==> config.mk <==
export PLATFORM = sky130hd
export DESIGN_NAME = uart_rx
export DESIGN_NICKNAME = d
export VERILOG_FILES = /design/src/rtl/uart_rx_pkg.sv /design/src/rtl/uart_sync2.sv /design/src/rtl/uart_rx.sv
export SDC_FILE = /design/constraint.sdc
export NUM_CORES = 1
export LEC_CHECK = 0
export CAP_MARGIN = 20
export CORE_AREA = 2 2 77 79
export CTS_BUF_LIST = sky130_fd_sc_hd__clkbuf_16
export CTS_CLUSTER_SIZE = 8
export DETAILED_ROUTE_END_ITERATION = 10
export DIE_AREA = 0 0 79 81
export GPL_TIMING_DRIVEN = 0
export PLACE_DENSITY_LB_ADDON = 0.15
export SLEW_MARGIN = 15
export SYNTH_ARGS = -nofsm -noshare
export SYNTH_HDL_FRONTEND = slang
export SYNTH_SLANG_ARGS = --single-unit
export TNS_END_PERCENT = 20
==> constraint.sdc <==
create_clock -name rx_clk -period 2.2 [get_ports rx_clk]
set_clock_uncertainty 0.1 [all_clocks]
set_input_delay 0.33 -clock rx_clk [delete_from_list [all_inputs] [get_ports rx_clk]]
set_output_delay 0.33 -clock rx_clk [all_outputs]
set_load 0.005 [all_outputs]
==> src/rtl/uart_rx_pkg.sv <==
// Shared UART definitions: receiver state encoding and line-level frame constants.
package uart_rx_pkg;

    // Receiver FSM states, 3-bit encoded so the transmit side can share the numbering.
    typedef enum logic [2:0] {
        ST_IDLE   = 3'd0,
        ST_START  = 3'd1,
        ST_DATA   = 3'd2,
        ST_PARITY = 3'd3,
        ST_STOP   = 3'd4
    } rx_state_t;

    // Line levels that define a frame.
    localparam logic START_BIT  = 1'b0;
    localparam logic STOP_BIT   = 1'b1;
    localparam logic IDLE_LEVEL = 1'b1;

endpackage

==> src/rtl/uart_sync2.sv <==
// Two-flop synchronizer for an asynchronous input; both flops reset to the idle line level.
module uart_sync2
    import uart_rx_pkg::*;
(
    input  logic clk,
    input  logic rst,
    input  logic async_in,
    output logic sync_out
);

    logic meta;

    // Two back-to-back flops give the first stage a full cycle to resolve metastability.
    always_ff @(posedge clk) begin
        if (rst) begin
            meta     <= IDLE_LEVEL;
            sync_out <= IDLE_LEVEL;
        end else begin
            meta     <= async_in;
            sync_out <= meta;
        end
    end

endmodule

==> src/rtl/uart_rx.sv <==
// UART receiver: oversampled start detection, mid-bit sampling, parity and framing checks.
module uart_rx
    import uart_rx_pkg::*;
#(
    parameter int unsigned OVERSAMPLE = 16,
    parameter int unsigned DATA_BITS  = 8,
    parameter bit          PARITY_ODD = 1'b0
) (
    input  logic                 rx_clk,
    input  logic                 rx_rst,
    input  logic                 baud_tick,
    input  logic                 serial_in,
    output logic [DATA_BITS-1:0] p_data_out,
    output logic                 data_valid,
    output logic                 parity_err,
    output logic                 frame_err,
    output logic                 rx_busy
);

    localparam int unsigned CNT_W = $clog2(OVERSAMPLE);
    localparam int unsigned IDX_W = (DATA_BITS > 1) ? $clog2(DATA_BITS) : 1;

    localparam logic [CNT_W-1:0] HALF_M1  = CNT_W'(OVERSAMPLE / 2 - 1);
    localparam logic [CNT_W-1:0] FULL_M1  = CNT_W'(OVERSAMPLE - 1);
    localparam logic [IDX_W-1:0] LAST_IDX = IDX_W'(DATA_BITS - 1);

    rx_state_t            state;
    logic [CNT_W-1:0]     cnt;
    logic [IDX_W-1:0]     idx;
    logic [DATA_BITS-1:0] shift_reg;
    logic                 par_bit;
    logic                 rxd;

    uart_sync2 u_sync (
        .clk      (rx_clk),
        .rst      (rx_rst),
        .async_in (serial_in),
        .sync_out (rxd)
    );

    assign rx_busy = (state != ST_IDLE);

    // Frame FSM: counts baud ticks to the middle of each bit, shifts data in LSB first, and
    // publishes the word with its error flags at mid stop bit so the next start edge is not missed.
    always_ff @(posedge rx_clk) begin
        if (rx_rst) begin
            state      <= ST_IDLE;
            cnt        <= '0;
            idx        <= '0;
            shift_reg  <= '0;
            par_bit    <= 1'b0;
            p_data_out <= '0;
            data_valid <= 1'b0;
            parity_err <= 1'b0;
            frame_err  <= 1'b0;
        end else begin
            data_valid <= 1'b0;
            if (baud_tick) begin
                case (state)
                    ST_IDLE: begin
                        if (rxd == START_BIT) begin
                            state <= ST_START;
                            cnt   <= '0;
                        end
                    end
                    ST_START: begin
                        if (cnt == HALF_M1) begin
                            if (rxd == START_BIT) begin
                                state <= ST_DATA;
                                cnt   <= '0;
                                idx   <= '0;
                            end else begin
                                state <= ST_IDLE;
                            end
                        end else begin
                            cnt <= cnt + 1'b1;
                        end
                    end
                    ST_DATA: begin
                        if (cnt == FULL_M1) begin
                            shift_reg <= {rxd, shift_reg[DATA_BITS-1:1]};
                            cnt       <= '0;
                            if (idx == LAST_IDX) begin
                                state <= ST_PARITY;
                            end else begin
                                idx <= idx + 1'b1;
                            end
                        end else begin
                            cnt <= cnt + 1'b1;
                        end
                    end
                    ST_PARITY: begin
                        if (cnt == FULL_M1) begin
                            par_bit <= rxd;
                            cnt     <= '0;
                            state   <= ST_STOP;
                        end else begin
                            cnt <= cnt + 1'b1;
                        end
                    end
                    ST_STOP: begin
                        if (cnt == FULL_M1) begin
                            p_data_out <= shift_reg;
                            parity_err <= (par_bit != ((^shift_reg) ^ PARITY_ODD));
                            frame_err  <= (rxd != STOP_BIT);
                            data_valid <= 1'b1;
                            cnt        <= '0;
                            state      <= ST_IDLE;
                        end else begin
                            cnt <= cnt + 1'b1;
                        end
                    end
                    default: begin
                        state <= ST_IDLE;
                    end
                endcase
            end
        end
    end

endmodule

# [After elaboration in Yosys (flattened, before gate mapping)]
# Index checks and enable logic that the tools add are counted.
[totals] output_inout_bits=12 input_bits=4 register_bits=32
[classes] addsub=2 n_reduce_logical=13 bitwise_logic=3 muxes=18 eq_ne=16
[ops] operator="$mux W3" count=10
[ops] operator="$ne A2 B2 Y1 const B" count=8
[ops] operator="$pmux W3 S5" count=1
[ops] operator="$mux W4" count=3
[ops] operator="$pmux W4 S3" count=1
[ops] operator="$reduce_and A3 Y1" count=3
[ops] operator="$reduce_xor A8 Y1" count=1
[ops] operator="$reduce_and A7 Y1" count=1
[ops] operator="$eq A3 B2 Y1 const B" count=2
[ops] operator="$eq A3 B3 Y1 const B" count=2
[ops] operator="$pmux W3 S2" count=1
[ops] operator="$reduce_and A6 Y1" count=1
[ops] operator="$reduce_bool A3 Y1" count=2
[ops] operator="$reduce_or A3 Y1" count=2
[ops] operator="$add A4 B1 Y4 const B" count=1
[ops] operator="$eq A4 B3 Y1 const B" count=1
[ops] operator="$eq A4 B4 Y1 const B" count=1
[ops] operator="$add A3 B1 Y3 const B" count=1
[ops] operator="$eq A3 B1 Y1 const B" count=1
[ops] operator="$logic_not A3 Y1" count=1
[ops] operator="$not A1 Y1" count=3
[ops] operator="$mux W2" count=1
[ops] operator="$reduce_and A2 Y1" count=1
[ops] operator="$reduce_bool A2 Y1" count=1
[ops] operator="2 further kinds" count=2

# [Depth between registers and ports, before layout]
# Gate-level depths: netlist of run 1.
[logic_depth] depth_word=4 ltp_mapped=7

# [Hierarchy]
# Synthesis of run 1 repeated with hierarchy kept, for this count alone.
[unflattened] cells_unflattened=176 area_unflattened_um2=1539.0
[modules_own_cells] mod="uart_rx" area_per_inst_um2=1486.4 cells_each=172 n_inst=1
[modules_own_cells] mod="uart_sync2" area_per_inst_um2=52.6 cells_each=4 n_inst=1

# [Worst setup path after synthesis of run 1]
# Ideal clock, no wire load.
[synth_timing] path_type="register -> register" start="register cnt[0]" end="register idx[2]" period_less_slack_ns=1.711 path_buffers=1 arrival_time_ns=1.541 setup_slack_ns=0.489 stages_incl_launch_ff=7 t_required_ns=2.030 path_cell_list="dfxtp_1 ha_1 and3_4 nand4_4 buf_6 or3b_1 a21oi_1"
[synth_via] elab_chain_cells=3 elab_cells_between_ends=5
[synth_lines] item="from (decl)" line_no="uart_rx.sv:28" rtl="logic [CNT_W-1:0] cnt;"
[synth_lines] item="from (signal assigned)" line_no="uart_rx.sv:76" rtl="cnt <= cnt + 1'b1;"
[synth_lines] item="from (signal assigned)" line_no="uart_rx.sv:89" rtl="cnt <= cnt + 1'b1;"
[synth_lines] item="from (signal assigned)" line_no="uart_rx.sv:98" rtl="cnt <= cnt + 1'b1;"
[synth_lines] item="$eq A4 B4 Y1 / $eq A4 B3 Y1 (equally long branches)" line_no="uart_rx.sv:80, uart_rx.sv:67"
[synth_lines] item="$ne A2 B2 Y1 (no source line)"
[synth_lines] item="$reduce_and A6 Y1 (no source line) *"
[synth_lines] item="to (signal assigned)" line_no="uart_rx.sv:86" rtl="idx <= idx + 1'b1;"
[synth_lines] item="to (decl)" line_no="uart_rx.sv:29" rtl="logic [IDX_W-1:0] idx;"
# Mark *: on every way between the ends. The rest lies on a longest branch, timed or not.
# A chain may end at the register's enable or synchronous reset.

# [Final worst setup path of run 1]
[layout_timing] start="register state[0]" end="output rx_busy"
[layout_via] elab_chain_cells=1
[layout_lines] item="from (decl)" line_no="uart_rx.sv:27" rtl="rx_state_t state;"
[layout_lines] item="from (signal assigned)" line_no="uart_rx.sv:47" rtl="state <= ST_IDLE;"
[layout_lines] item="from (signal assigned)" line_no="uart_rx.sv:62" rtl="state <= ST_START;"
[layout_lines] item="from (signal assigned)" line_no="uart_rx.sv:69" rtl="state <= ST_DATA;"
[layout_lines] item="$reduce_bool A3 Y1" line_no="uart_rx.sv:41" rtl="assign rx_busy = (state != ST_IDLE);"
[layout_lines] item="to (decl)" line_no="uart_rx.sv:17" rtl="output logic rx_busy"
# No other way between the ends.

==> parameters.txt, run 1 <==
Parameter                              Value

Power
  Overall power after layout    around 1.4 mW
  Share of total power in sequential cells    0.412
  Comb pwr share    0.033
  Total internal power    1.13 mW
  Switch share    0.203
  Fraction of power consumed by the clock network    0.555
  Leak    0.758 nW
  Worst ir drop on vdd    401 uV
  Sw power    between 200 and 300 uW
  Cell Pwr Density    between 700 and 800 mW/mm^2

Floorplan
  Area inside the core boundary    between 0.005 and 0.006 mm^2
  Placement row count    28
  Die Y-Extent    between 80 and 90 um
  Io pins    16
  Initial core utilization    0.283
  Horiz. Die Dim    around 79 um
  Die footprint    0.00640 mm^2

Clock tree
  Number of buffers inserted by hold repair at cts    0
  Master cell of the clock root buffer    clkbuf_16
  Buffers inserted during post-CTS setup optimization    0
  CTS max path bufs    2
  Clock latency reported for the late side of the worst-skew pair    ~280 ps
  CTS tree    built
  Number of levels the H-tree was split into    2
  Post-CTS resize count    0
  # clock sinks    32
  Worst-path clk slew    about 50 ps
  TritonCTS Buffers    5

Worst setup path
  Worst reg2reg path endpoint    idx[2]$_SDFFE_PP0P_
  Path type of the worst setup path    flip-flop to output port
  Crit Path Max Fanout    10
  Crit start category    flip-flop
  Worst reg-to-reg setup slack    320 ps
  Data arrival time of the critical path    1550 ps
  Slowest cell on the critical path    clkdlybuf4s50_1
  Required time worst endpoint    around 1800 ps
  CP cell instances    buf_6, or3_1, clkdlybuf4s50_1
  Delay of the slowest critical-path stage    roughly 460 ps
  Worst Reg2Reg Path Length in Cells    6
  Reg-to-Reg Start    cnt[0]$_SDFFE_PP0P_
  Element type at the critical path end    output port

Yosys
  Count of mapped cells out of synthesis    176
  Count of unique library cells instantiated by Yosys    50
  Average cell area after synthesis    9.13 um^2
  Top FF cell, synth    dfxtp_1
  Seq cells post-synth    32
  Number of enable-type register cells in the synthesized netlist    0
  Cell area after synthesis    roughly 0.0016 mm^2
  Fraction of registers with async set or reset after synthesis    0
  Seq/Total Area, Yosys    0.399
  Yosys warning total    0
  Synthesized Nets    ~180

STA
  Total setup violations reported at the end of the flow    0
  Final Critical Period    about 2000 ps
  Slew of the pin with the lowest slew margin    approximately 540 ps
  Worst setup margin    roughly 220 ps
  Highest Clock Rate    about 500 MHz
  Part of the cycle the worst path needs    0.901
  Hold slack final    between 150 and 200 ps
  Sum Neg Setup Slack    0 ps
  Final-report hold violation count    0
  Fin. max-slew vios    0
  Normalized max-slew margin    0.639
  RSZ-0062 raised after global routing    false

Final layout
  Total inserted antenna cells    0
  Layout overhead on the synthesized area    24.4%
  Most common library cell in the layout ignoring fill and taps    dfxtp_1
  Final layout net count    between 200 and 250
  Commonest non-fill, non-tap cells in the layout    dfxtp_1, nand2_1, a21oi_1, clkdlybuf4s50_1, nor2_1
  Share of cells above drive strength 1    0.127

Placement
  Port Buf Inserts    13
  Hpwl dp    2.55 mm
  GP Congestion    0.733
  Worst slack at placement    339 ps

Route
  DRC violation count after routing    0
  Number of search-and-repair iterations in the first detailed-routing pass    4
  1st-iter DRT viols    54
  Top layer in use    met4
  Amount of wire on met3 after detailed routing    roughly 76 um
  Via density    roughly 4.7
  DR WL/cell    between 10 and 15 um
  Number of vias in the routed layout    1287
  Wire length the detailed router placed on met1    roughly 1.9 mm
  Detailed-routed wire length on met2    1.61 mm
  Post-route antenna net violation count    0
  DRT Wirelength    around 3.6 mm

Hold path
  Worst Hold End    u_sync.meta$_SDFF_PP1_
  Worst hold path stage count    2
  Hold WC Path Type    primary input to flip-flop
  Worst Hold Launch    rx_rst

Job
  Maximum capacitance violations    0

Run status
  Result of the run    complete, no violations

Global route
  Maximum number of pins on one net before global-route repair    12
  Initial antenna violation count    0
  Vias in the first global route    1225
  Overall overflow remaining after global route    0
  First-pass GRT wire length    6.02 mm
  Aggregate global-route resource usage    0.122
[Yosys cell counts, types with 2 or more instances]
cell      count  share of area
mux2i_1       9          0.056
buf_2         3         0.0093
or2_2         2         0.0078
nand2_1      21          0.049
nand2b_1      3          0.012
nand3_1       3         0.0093
o211ai_1      2         0.0093
nor2_1       12          0.028
o21ai_1       2         0.0062
buf_4         2         0.0093
and3b_1       2          0.011
xnor2_1       2          0.011
inv_1         3         0.0070
o21ai_0       7          0.022
nand3b_1      3          0.014
clkbuf_1      3         0.0070
a21oi_1      18          0.056
o31ai_1       2         0.0093
xnor3_1       2          0.028
or3b_1        4          0.022
ha_1          3          0.023
or3_1         4          0.016
dfxtp_1      32           0.40
buf_6         3          0.021
nand4_1       4          0.016
[metrics by stage]
stage | util | instance area, um^2 | cells
3_3_place_gp | 0.323 | 1830 | 264
3_5_place_dp | 0.323 | 1830 | 264
6_report | 0.352 | 2000 | 272
5_1_grt | 0.352 | 2000 | 272
4_1_cts | 0.352 | 2000 | 272
2_1_floorplan | - | 1610 | 176
[how the worst max path moves through the flow]
stage | startpoint | end | slack [ps] | cells after the start
floorplan | cnt[0]$_SDFFE_PP0P_ | idx[2]$_SDFFE_PP0P_ | 490 | 6
detailed placement | cnt[0]$_SDFFE_PP0P_ | idx[2]$_SDFFE_PP0P_ | 340 | 6
global route | state[0]$_SDFFE_PP0P_ | rx_busy | 160 | 3
global placement | cnt[0]$_SDFFE_PP0P_ | idx[2]$_SDFFE_PP0P_ | 320 | 6
CTS | state[0]$_SDFFE_PP0P_ | rx_busy | 210 | 3
finish | state[0]$_SDFFE_PP0P_ | rx_busy | 220 | 3
[area by class of cell]
type                            instances  area (um^2)
Clock inverter                          3         42.5
Fill cell                             626         3680
Clock buffer                            5          125
Multi-Input combinational cell        129          866
Buffer                                 12         88.8
Inverter                                3         11.3
Sequential cell                        32          641
Timing Repair Buffer                   13          130
Tap cell                               75         93.8
[cell families after synthesis]
kind of cell,after synthesis,synth area share
fa+ha+maj,3,0.0234
compound gates,43,0.168
flops,32,0.399
xor+xnor,5,0.0444
mux,9,0.0561
simple gates,69,0.247
buf+inv,15,0.0623
[worst max-delay path: cells and delay by family, from the launching register on]
kind	cells	cell delay (ps)
buffers and inverters	2	590
DFF	1	300
and+or+nand+nor	1	390
[power by group through the flow]
stage          clock (mW)  combinational, mW  sequential, mW
2_1_floorplan           0             0.0341           0.597
3_3_place_gp            0             0.0479           0.598
3_5_place_dp            0             0.0475           0.598
4_1_cts             0.811             0.0478           0.585
5_1_grt             0.839             0.0523           0.585
6_report            0.790             0.0471           0.585
[routing by layer]
| layer | vias up | GRT usage |
|---|---|---|
| met5 | - | 0 |
| met4 | 0 | 0.0466 |
| met3 | 7 | 0.0311 |
| met2 | 13 | 0.186 |
| met1 | 592 | 0.166 |
| li1 | 675 | - |
No activity file was read; power rests on OpenSTA's default activity.
==> run 2, diff against run 1 <==
TNS_END_PERCENT = default   (was 20)
==> results of run 2 <==
Final layout, timing and power as in run 1 (identical DEF).
